[src/rtl/mac_job_controller.sv]
// Job sequencer for the MAC datapath: accepts a job, streams its
// operand beats, waits out the pipeline latency, then presents the result.
module mac_job_controller #(
  parameter int MAC_CONF_WIDTH = 4,
  parameter int LEN_WIDTH      = 8,
  parameter int PIPE_DEPTH     = 3
) (
  input  logic                      clk,
  input  logic                      rst,
  input  logic                      cmd_valid,
  output logic                      cmd_ready,
  input  logic [MAC_CONF_WIDTH-1:0] cmd_cfg,
  input  logic [LEN_WIDTH-1:0]      cmd_len,
  input  logic                      op_valid,
  output logic                      op_ready,
  output logic                      mac_en,
  output logic [MAC_CONF_WIDTH-1:0] mac_cfg,
  output logic                      mac_acc_clr,
  output logic                      res_valid,
  input  logic                      res_ready,
  output logic                      cfg_err,
  output logic                      busy
);

  localparam int DW = $clog2(PIPE_DEPTH + 1);
  localparam logic [DW-1:0] DRN_LOAD = DW'(PIPE_DEPTH);

  typedef enum logic [1:0] {
    IDLE,
    RUN,
    DRAIN,
    DONE
  } state_t;

  state_t                    state_q, state_d;
  logic [LEN_WIDTH-1:0]      cnt_q, cnt_d;
  logic [DW-1:0]             drn_q, drn_d;
  logic [MAC_CONF_WIDTH-1:0] cfg_q, cfg_d;
  logic                      first_q, first_d;
  logic                      err_q, err_d;
  logic                      beat;

  always_ff @(posedge clk) begin
    if (rst) begin
      state_q <= IDLE;
      cnt_q   <= '0;
      drn_q   <= '0;
      cfg_q   <= '0;
      first_q <= 1'b1;
      err_q   <= 1'b0;
    end else begin
      state_q <= state_d;
      cnt_q   <= cnt_d;
      drn_q   <= drn_d;
      cfg_q   <= cfg_d;
      first_q <= first_d;
      err_q   <= err_d;
    end
  end

  assign beat = (state_q == RUN) && op_valid && !rst;

  always_comb begin
    state_d = state_q;
    cnt_d   = cnt_q;
    drn_d   = drn_q;
    cfg_d   = cfg_q;
    first_d = first_q;
    err_d   = 1'b0;
    unique case (state_q)
      IDLE: begin
        if (cmd_valid) begin
          cfg_d   = cmd_cfg;
          cnt_d   = cmd_len;
          first_d = 1'b1;
          // Reserved lane mode falls back to single lane
          if (cmd_cfg[1:0] == 2'b11) begin
            cfg_d[1:0] = 2'b00;
            err_d      = 1'b1;
          end
          if (cmd_len == '0) begin
            state_d = DRAIN;
            drn_d   = DRN_LOAD;
          end else begin
            state_d = RUN;
          end
        end
      end
      RUN: begin
        if (beat) begin
          cnt_d   = cnt_q - 1'b1;
          first_d = 1'b0;
          if (cnt_q == LEN_WIDTH'(1)) begin
            state_d = DRAIN;
            drn_d   = DRN_LOAD;
          end
        end
      end
      DRAIN: begin
        first_d = 1'b0;
        drn_d   = drn_q - 1'b1;
        if (drn_q == DW'(1)) state_d = DONE;
      end
      DONE: begin
        if (res_ready) state_d = IDLE;
      end
      default: state_d = IDLE;
    endcase
  end

  // A zero-length job still clears the accumulator, in its first drain cycle
  assign cmd_ready   = !rst && (state_q == IDLE);
  assign op_ready    = !rst && (state_q == RUN);
  assign mac_en      = beat;
  assign mac_acc_clr = (beat && first_q)
                    || (!rst && state_q == DRAIN && first_q);
  assign res_valid   = !rst && (state_q == DONE);
  assign busy        = !rst && (state_q != IDLE);
  assign mac_cfg     = cfg_q;
  assign cfg_err     = err_q;

endmodule
[config.mk]
export PLATFORM = sky130hd
export DESIGN_NAME = mac_job_controller
export DESIGN_NICKNAME = d
export VERILOG_FILES = /design/src/rtl/mac_job_controller.sv
export SDC_FILE = /design/constraint.sdc
export NUM_CORES = 1
export LEC_CHECK = 0
export CORE_ASPECT_RATIO = 1.4
export CORE_MARGIN = 2
export CORE_UTILIZATION = 52
export CTS_CLUSTER_SIZE = 24
export DETAILED_ROUTE_END_ITERATION = 8
export GPL_ROUTABILITY_DRIVEN = 0
export PLACE_DENSITY = 0.92
export SLEW_MARGIN = 25
export SYNTH_ARGS = -nofsm -noshare
export SYNTH_HDL_FRONTEND = slang
export SYNTH_SLANG_ARGS = --single-unit
[constraint.sdc]
create_clock -name clk -period 3.38 [get_ports clk]
set_input_delay 0.676 -clock clk [delete_from_list [all_inputs] [get_ports clk]]
set_output_delay 0.676 -clock clk [all_outputs]
set_load 0.05 [all_outputs]
-- Word level (Yosys, flattened, before mapping)
Cells that the tools add are included.
- register bits after elaboration: 18
- input bits: 17
- add/subtract/negate cells: 2
- equal/unequal tests: 12
- muxes and demuxes: 20
- bitwise gates (word level): 2
- reduce and logical (&&, ||, !) cells: 22
- operators by type and width (cell ; number):
    $mux 2 ; 11
    $mux 8 ; 2
    $pmux 8 s2 ; 1
    $ne 2x2->1 const B ; 6
    $reduce_and 5->1 ; 2
    $logic_and 1x1->1 ; 9
    $eq 8x1->1 const B ; 1
    $logic_not 8->1 ; 1
    $pmux 2 s4 ; 1
    $sub 8x1->8 const B ; 1
    $eq 2x2->1 const B ; 3
    $pmux 2 s3 ; 1
    $reduce_and 3->1 ; 2
    $eq 2x1->1 const B ; 2
    $reduce_bool 2->1 ; 2
    $mux 1 ; 3
    $pmux 1 s3 ; 1
    $reduce_bool 3->1 ; 1
    $reduce_or 3->1 ; 1
    $logic_not 2->1 ; 1
    $not 1->1 ; 2
    $reduce_and 2->1 ; 1
    $sub 2x1->2 const B ; 1
    $logic_not 1->1 ; 1
    $logic_or 1x1->1 ; 1

-- Logic depth before layout (Yosys ltp)
Gate-level depths: netlist of the first run.
- depth after elaboration: 5
- gate-level depth with buffers: 8
- gate-level depth less buffers: 6

-- Worst setup path before layout of the first run
No wires, ideal clock.
- path kind: reg-to-output
- from: reg state_q[1]
- to: out mac_acc_clr
- data arrival time: 2.369 ns
- setup slack: 0.335 ns
- cell stages (with the launch flop): 7
- buffers on the path: 2
- cells stage by stage: dfxtp_1 > inv_1 > ha_1 > buf_6 > clkbuf_1 > a21oi_1 > nor3b_1
- cells in the longest elaborated chain, start to end: 5
- elaborated cells between the ends (all ways): 8
- ends and longest elaborated chain (what ; RTL line ; RTL):
    start: declaration ; 35 ; state_t state_q, state_d;
    start signal: assignment ; 52 ; state_q <= state_d;
    $eq 2x1->1 ; 61 ; assign beat = (state_q == RUN) && op_valid && !rst;
    $logic_and 1x1->1 (2 in series) ; 61 ;
    $logic_and 1x1->1 ; 115 ; assign mac_acc_clr = (beat && first_q)
    $logic_or 1x1->1 (*) ; 116 ; || (!rst && state_q == DRAIN && first_q);
    end: declaration ; 18 ; output logic mac_acc_clr,
Every way passes the cells marked *; elsewhere a longest branch is shown, timed or not.

-- Final worst setup path of the first run
- from: reg state_q[1]
- to: out mac_en
- cells in the longest elaborated chain, start to end: 3
- ends and longest elaborated chain (what ; RTL line ; RTL):
    $eq 2x1->1 ; 61 ;
    $logic_and 1x1->1 (2 in series) ; 61 ;
    end: declaration ; 16 ; output logic mac_en,
Every way passes these cells.

==> out/results.ini, run 1 <==
[run_status]
status=finished clean

[floorplanning]
die_h_microns=60.1
ios=28
die_w_microns=44.1
dieArea_sq_um=2650
core_sq_um=2150
fp-row-count=20
initial_core_util_pct=54.3

[logic_synthesis]
synth_top_family_by_area=compound AO/OA/AOI/OAI gates
async_flop_share_pct=0
synth-main-ff-cell=dfxtp_1
synth_fa_ha_area_share_pct=9.64
netlist_instances=131
synth_seq_cells=18
synth_edf_count=0
yosys_warnings=0
seq_area_frac_synth_pct=30.8
synth_cell_type_count=44
synth.cell_area_sq_um=1170
synth-xor-area-share_pct=0
yosys.area_share.simple_pct=21.3
synth_top_area_share_pct=30.8
synth.area.top_cells=dfxtp_1, ha_1, a21oi_1, a211oi_1, nor2_1
synth_mux_area_share_pct=0
yosys.area.top_type=dfxtp_1
synth_area_per_cell_sq_um=8.92
synth_compound_area_share_pct=32.2
synthesis.nets=157

[layout]
n_antenna_cell=0
final_common_cell=clkdlybuf4s50_1
syn2layout_area_growth_pct=27.3
final_area_sq_um=1490
layout-drive-gt1-share_pct=14.5
regArea_sq_um=360
multi_input_area_sq_um=738
num-nets-final=186
final_cell_mix=clkdlybuf4s50_1, dfxtp_1, a21oi_1
nFillCells=177

[timing]
holdWs_ps=475
worstMarginPinSlew_ps=689
finalCritPeriodShare_pct=82.4
post-route-min-period_ps=2780
hold_viol=0
rsz0062_at_grt=no
setup_viol=0
setup_tns_ps=0
clock_skew_ps=5.17
fin_ws_ps=596
relSlewSlack_pct=54.0
maxSlewViolCount=0
fmax_mhz=359

[worst_setup_path]
critPathKind=reg2out
rrSetupSlack_ps=1070
startpoint_type=flip-flop
crit_chain=inv_1, ha_1, buf_4, clkinv_1, nor2_1, and2_1, buf_12
slowest_delay_ps=370
end_kind=primary output
timing.rr.start=state_q[0]
required_ps=2700
slowest_stage=dfxtp_1
r2r_end=cnt_q[0]
ff2ff_path_depth=6
crit_arrival_ps=2110
cp_max_fo=21

[clocking]
h-tree-depth=1
root_buffer=clkbuf_4
clkLatencyLatePin_ps=300
cts_setup_buffers=0
clkTransAtPathRegs_ps=110
clk_path_buf_depth=2
cts.sinks=18
holdBufCountCts=0
cts_tree=yes
post_cts_resized=0
numCtsBuffers=3

[routing]
initialDrtViolationCount=40
first_pass_iters=4
drt-vias-per-instance=6.22
wl_per_cell_microns=16.1
drc=0
wirelength_mm=2.91
vias=1126
ant_nets=0

[global_route]
grt.total_usage_pct=23.9
grt_pass1_vias=1059
antenna_found_initial=0
grt_max_degree=22
grt_pass1_wl_mm=4.69
gr-total-overflow=0

[place]
place_ws_ps=514
dp_hpwl_mm=2.20
place_area_sq_um=1450
portBuffers=27

[worst_hold_path]
hp-class=reg2reg
whs_path_depth=2
holdPathEnd=mac_cfg[3]
min_from=mac_cfg[3]

[job]
maxCapViolCount=0

[power]
ir_drop_mv=0.485
leakagePower_uw=0.000569
power_density_nw_per_um2=772

-- flip-flops by register name, indices dropped and copies added, names as in the netlist --
name	cells
drn_q	2
first_q	1
cnt_q	8
state_q	2
mac_cfg	4
cfg_err	1
-- critical path: cells and delay by family (launching register included) --
| kind | cells | cell delay [ps] |
|---|---|---|
| buffers and inverters | 4 | 840 |
| AND/OR/NAND/NOR | 2 | 430 |
| adder cells (fa/ha/maj) | 1 | 160 |
| flip-flops | 1 | 370 |
-- cells in the mapped netlist (all sizes together) (2+ instances only) --
master   n
a21oi   14
dfxtp   18
nand2    7
inv      7
a31oi    2
nor2     9
nand3b   2
ha       9
a21o     3
a211oi   8
buf      2
a211o    2
nor3b    4
o32ai    2
nand3    3
o21ai    7
clkbuf   3
nor2b    5
and2b    2
nor4     2
a311oi   3
-- stage by stage --
step / cells / power (uW) / util, %
after floorplan: 131 / 842 / -
after global placement: 177 / 970 / 67.4
after detailed placement: 177 / 1000 / 67.4
after CTS: 181 / 1140 / 69.1
after global routing: 181 / 1230 / 69.1
final: 181 / 1150 / 69.1
-- report_power, final --
part	leakage, uW	switching, uW	internal, uW
clock	0.0000210	71.1	65.7
sequential	0.000148	62.7	280
combinational	0.000400	400	270
-- routing by layer --
layer	share of wire, %	vias to the layer above	track usage (%)
met5	0	-	0
met4	2.7	0	13.9
met3	4.5	11	2.11
met2	52	44	40.8
met1	41	523	28.7
li1	-	548	-
-- kinds of logic (layout without fill, tap and decap cells) --
family                   count (synthesis)  in the layout
adder cells (fa/ha/maj)                  9              9
AND/OR/NAND/NOR                         42             42
buffers and inverters                   13             41
flip-flops                              18             18
AO/OA/AOI/OAI                           49             49
-- final cells by class --
type | instances | area share, %
Sequential cell | 18 | 24.2
Tap cell | 22 | 1.85
Inverter | 8 | 2.02
Timing Repair Buffer | 29 | 19.8
Clock buffer | 4 | 2.44
Multi-Input combinational cell | 100 | 49.6
-- how the worst max path moves through the flow --
stage	startpoint	end	cells after the start
after floorplan	state_q[1]	mac_acc_clr	6
after global placement	rst	cnt_q[0]	5
after detailed placement	rst	cnt_q[0]	5
after CTS	state_q[1]	mac_en	7
after global routing	state_q[1]	mac_en	7
final	state_q[1]	mac_en	7
Note: power is estimated with default switching activity, not from simulation.
==> run 2, diff against run 1 <==
CORE_UTILIZATION = 49   (was 52)
PLACE_DENSITY = 0.88   (was 0.92)
clock period = 2.7 ns   (was 3.38 ns; I/O delays follow)
==> out/results.ini, run 2 (synthesis results as in run 1) <==
[global_route]
gr-total-overflow=0  ; unchanged
grt_pass1_vias=1082  ; +2.2%
grt.total_usage_pct=23.5  ; -0.39 points
use_met2_pct=41.4  ; +0.67 points
grt_pass1_wl_mm=4.76  ; +1.5%
grt_max_degree=23  ; +4.5%
grtUsageMet3_pct=3.47  ; +1.4 points
busiest_layer=met2
antenna_found_initial=0  ; unchanged
use_met1_pct=27.5  ; -1.2 points

[routing]
initialDrtViolationCount=27  ; -33%
ant_nets=0  ; unchanged
wirelength_mm=3.00  ; +3.1%
vias=1126  ; unchanged
drc=0  ; unchanged
wl_per_cell_microns=16.6  ; +3.1%
first_pass_iters=4  ; unchanged
drt-vias-per-instance=6.22  ; unchanged

[timing]
clock_skew_ps=3.16  ; -2.01 ps
hold_viol=0  ; unchanged
worstMarginPinSlew_ps=539  ; -150 ps
rsz0062_at_grt=no
holdWs_ps=469  ; -6.36 ps
setup_viol=0  ; unchanged
maxSlewViolCount=0  ; unchanged
setup_tns_ps=0  ; unchanged
finalCritPeriodShare_pct=87.3
fmax_mhz=424
post-route-min-period_ps=2360
relSlewSlack_pct=63.7  ; +9.8 points

[clocking]
holdBufCountCts=0  ; unchanged
clkTransAtPathRegs_ps=100  ; about the same
numCtsBuffers=3  ; unchanged
root_buffer=clkbuf_4
cts.sinks=18  ; unchanged
clk_path_buf_depth=2  ; unchanged
clkLatencyLatePin_ps=290  ; about the same
cts_tree=yes
h-tree-depth=1  ; unchanged
cts_setup_buffers=0  ; unchanged
post_cts_resized=0  ; unchanged

[worst_setup_path]
crit_arrival_ps=1820  ; -290 ps
startpoint_type=flip-flop
end_kind=primary output
cp_top_family=buffers and inverters
cp_max_fo=9  ; -57%
critPathKind=reg2out
crit_chain=inv_1, ha_1, clkinv_1, nor2_2, and2_1, buf_12
path_buf_inv=3  ; -1
slowest_stage=dfxtp_1
slowest_delay_ps=370  ; about the same
required_ps=2160  ; -540 ps

[layout]
final_cell_mix=clkdlybuf4s50_1, dfxtp_1, a21oi_1
final_common_cell=clkdlybuf4s50_1
layout-drive-gt1-share_pct=15.7  ; +1.3 points
syn2layout_area_growth_pct=31.7
multi_input_area_sq_um=746  ; +1.0%
largest-register=cnt_q
nFillCells=179  ; +1.1%
final_area_sq_um=1540  ; +3.4%
largest_reg_flops=8  ; unchanged
num-nets-final=187  ; +0.54%
n_antenna_cell=0  ; unchanged
instances_no_fill=181  ; unchanged
regArea_sq_um=360  ; unchanged

[power]
power_density_nw_per_um2=939  ; +22%
report.power.total_uw=1450  ; +26%
ir_drop_mv=0.544  ; +12%
leakagePower_uw=0.000581  ; +2.2%

[floorplanning]
die_h_microns=61.8  ; +2.8%
initial_core_util_pct=52.5  ; -1.8 points
ios=28  ; unchanged
core_sq_um=2230  ; +3.5%
dieArea_sq_um=2800  ; +5.6%
fp-row-count=20  ; unchanged
die_w_microns=45.3  ; +2.7%

[worst_hold_path]
hp-class=reg2reg

[place]
dp.cells=178  ; +0.56%
place_area_sq_um=1520  ; +4.5%
dp_hpwl_mm=2.36  ; +7.2%
portBuffers=27  ; unchanged

[job]
maxCapViolCount=0  ; unchanged

[run_status]
status=finished clean

run 2: changes by cell type in the layout (fill, tap and decap cells not counted), sizes merged:
cell / delta
buf: +1
clkbuf: -1
run 2: area by class of cell:
class,count,area share [%]
multi-input cells,100,48.5
flip-flops and latches,18,23.4
repair buffers,30,22.9
inverters,8,1.95
well taps,22,1.79
clock buffers,3,1.46
run 2: path summary, 6_finish.rpt:
path	start	end	slack [ps]	cells past startpoint
max	state_q[1]	mac_en	340	6
min	mac_cfg[2]	mac_cfg[2]	470	2
max reg2reg	state_q[1]	cnt_q[6]	620	7
min reg2reg	mac_cfg[2]	mac_cfg[2]	470	2
run 2: layer usage:
layer	wire, microns	share of wire, %	vias to the layer above
met2	1610	54	27
met3	83	2.8	9
met4	75	2.5	0
met1	1230	41	543
li1	-	-	547
met5	0	0	-
run 2: power breakdown:
part           switching, uW  internal (uW)  leakage [uW]
combinational            509            378      0.000419
clock                   80.5           51.9     0.0000138
sequential              75.4            350      0.000148
total                    665            780      0.000581
run 2: worst reg2reg max path: cells and delay by family, from the launching register on:
kind	cells	cell delay [ps]
adder cells (fa/ha/maj)	1	290
AND/OR/NAND/NOR	1	290
flip-flops	1	430
buffers and inverters	2	330
AO/OA/AOI/OAI	3	650
run 2: through the flow:
step	setup WS, ps	utilization (%)
after detailed placement	302	68.1
after floorplan	102	-
after global placement	423	68.1
after CTS	328	69.1
final	343	69.1
after global routing	210	69.1
==> run 3, diff against run 2 <==
CORE_MARGIN = 8   (was 2)
GPL_TIMING_DRIVEN = 0   (was unset)
==> out/results.ini, run 3 (synthesis results as in run 1) <==
[timing]
maxSlewViolCount=0  ; unchanged
holdWs_ps=470  ; +1.62 ps
fin_ws_ps=133  ; -210 ps
hold_viol=0  ; unchanged
post-route-min-period_ps=2570  ; +210 ps
finalCritPeriodShare_pct=95.1  ; +7.8 points
fmax_mhz=390  ; -8.2%
clock_skew_ps=4.17  ; +1.01 ps
worstMarginPinSlew_ps=558  ; +18.7 ps
rsz0062_at_grt=no
setup_viol=0  ; unchanged
relSlewSlack_pct=62.7  ; -1.0 points

[power]
leakagePower_uw=0.000587  ; +1.1%
ir_drop_mv=0.456  ; -16%
power_density_nw_per_um2=949  ; +1.1%
report.power.total_uw=1420  ; -1.8%

[floorplanning]
core_sq_um=2340  ; +5.0%
ios=28  ; unchanged
die_w_microns=57.3  ; +27%
dieArea_sq_um=4230  ; +51%
fp-row-count=21  ; +5.0%
die_h_microns=73.8  ; +19%
initial_core_util_pct=50.0  ; -2.5 points

[routing]
wirelength_mm=3.08  ; +2.8%
drt-vias-per-instance=6.10  ; -1.9%
vias=1123  ; -0.27%
wl_per_cell_microns=16.8  ; +1.2%
initialDrtViolationCount=33  ; +22%
ant_nets=0  ; unchanged
drc=0  ; unchanged
first_pass_iters=4  ; unchanged

[worst_setup_path]
end_kind=primary output
startpoint_type=flip-flop
crit_arrival_ps=2030  ; +210 ps
required_ps=2160  ; about the same
cp_max_fo=10  ; +1
critPathKind=reg2out

[layout]
final_cell_mix=clkdlybuf4s50_1, dfxtp_1, a21oi_1
final_common_cell=clkdlybuf4s50_1
final_area_sq_um=1500  ; -2.8%
n_antenna_cell=0  ; unchanged
largest_reg_flops=8  ; unchanged
syn2layout_area_growth_pct=27.9
layout-drive-gt1-share_pct=16.1  ; +0.43 points
largest-register=cnt_q
num-nets-final=189  ; +1.1%

[clocking]
cts_tree=yes
clk_path_buf_depth=2  ; unchanged
cts.sinks=18  ; unchanged
root_buffer=clkbuf_4
clkLatencyLatePin_ps=300  ; about the same
h-tree-depth=1  ; unchanged
clkTransAtPathRegs_ps=110  ; about the same
cts_setup_buffers=0  ; unchanged
numCtsBuffers=3  ; unchanged

[global_route]
gr-total-overflow=0  ; unchanged
antenna_found_initial=0  ; unchanged
grt_pass1_wl_mm=5.13  ; +7.8%
grt_pass1_vias=1186  ; +9.6%
grt.total_usage_pct=15.5  ; -8.1 points
grt_max_degree=11  ; -52%

[place]
dp_hpwl_mm=2.36  ; about the same
portBuffers=27  ; unchanged
place_ws_ps=-285  ; -587 ps
place_area_sq_um=1480  ; -2.7%

[worst_hold_path]
hp-class=reg2reg

[run_status]
status=finished clean

[job]
maxCapViolCount=0  ; unchanged

==> run 3: cell types whose count changed in the layout (fill, tap and decap cells not counted), sizes merged <==
cell           change
buf                -6
dlygate4sd2        +2
dlymetal6s2s       +1
clkbuf             +4
clkdlybuf4s15      +1
==> run 3: repair_timing <==
item | CTS | global route
gates resized for setup | 15 | 3
endpoints found under the setup margin | 5 | 4
hold buffers | 0 | 0
==> run 3: layout make-up <==
cell class                 instances  area, sq um
tap                               23         28.8
inverter                           8         31.3
clock buffer                       3         22.5
buffer                             5         42.5
timing repair buffer              27          262
sequential                        18          360
multi-input combinational        100          748
fill                             192          843
==> run 3: metrics by stage <==
step | TNS (ps) | util [%] | std cells
floorplan | 0 | - | 131
global placement | -541 | 63.1 | 181
detailed placement | -733 | 63.1 | 181
CTS | 0 | 63.9 | 184
global route | 0 | 63.9 | 184
finish | 0 | 63.9 | 184
==> run 3: final timing paths <==
| path | from | endpoint | slack, ps | cells past startpoint |
|---|---|---|---|---|
| worst max-delay path | state_q[1] | mac_en | 130 | 7 |
| worst min-delay path | mac_cfg[2] | mac_cfg[2] | 470 | 2 |
| worst max register to register | state_q[0] | cnt_q[7] | 810 | 7 |
| worst min register to register | mac_cfg[2] | mac_cfg[2] | 470 | 2 |
==> run 3: layer usage <==
layer	up-vias	GRT usage (%)	routed length [microns]
met4	0	12.3	97
met5	-	0	0
li1	548	-	-
met1	529	15.3	1250
met3	11	4.55	139
met2	35	26.3	1600
==> run 3: critical path, stage by stage (launching register included) <==
cell and delay, ps:
dfxtp_1 370, inv_1 120, ha_2 260, buf_6 170
clkinv_2 150, nor2_2 150, and2_1 140, clkdlybuf4s15_2 370
==> run 3: where the power goes <==
group          switching (uW)  internal, uW
clock network            88.8          52.1
registers                75.3           350
logic                     504           348
total                     669           751
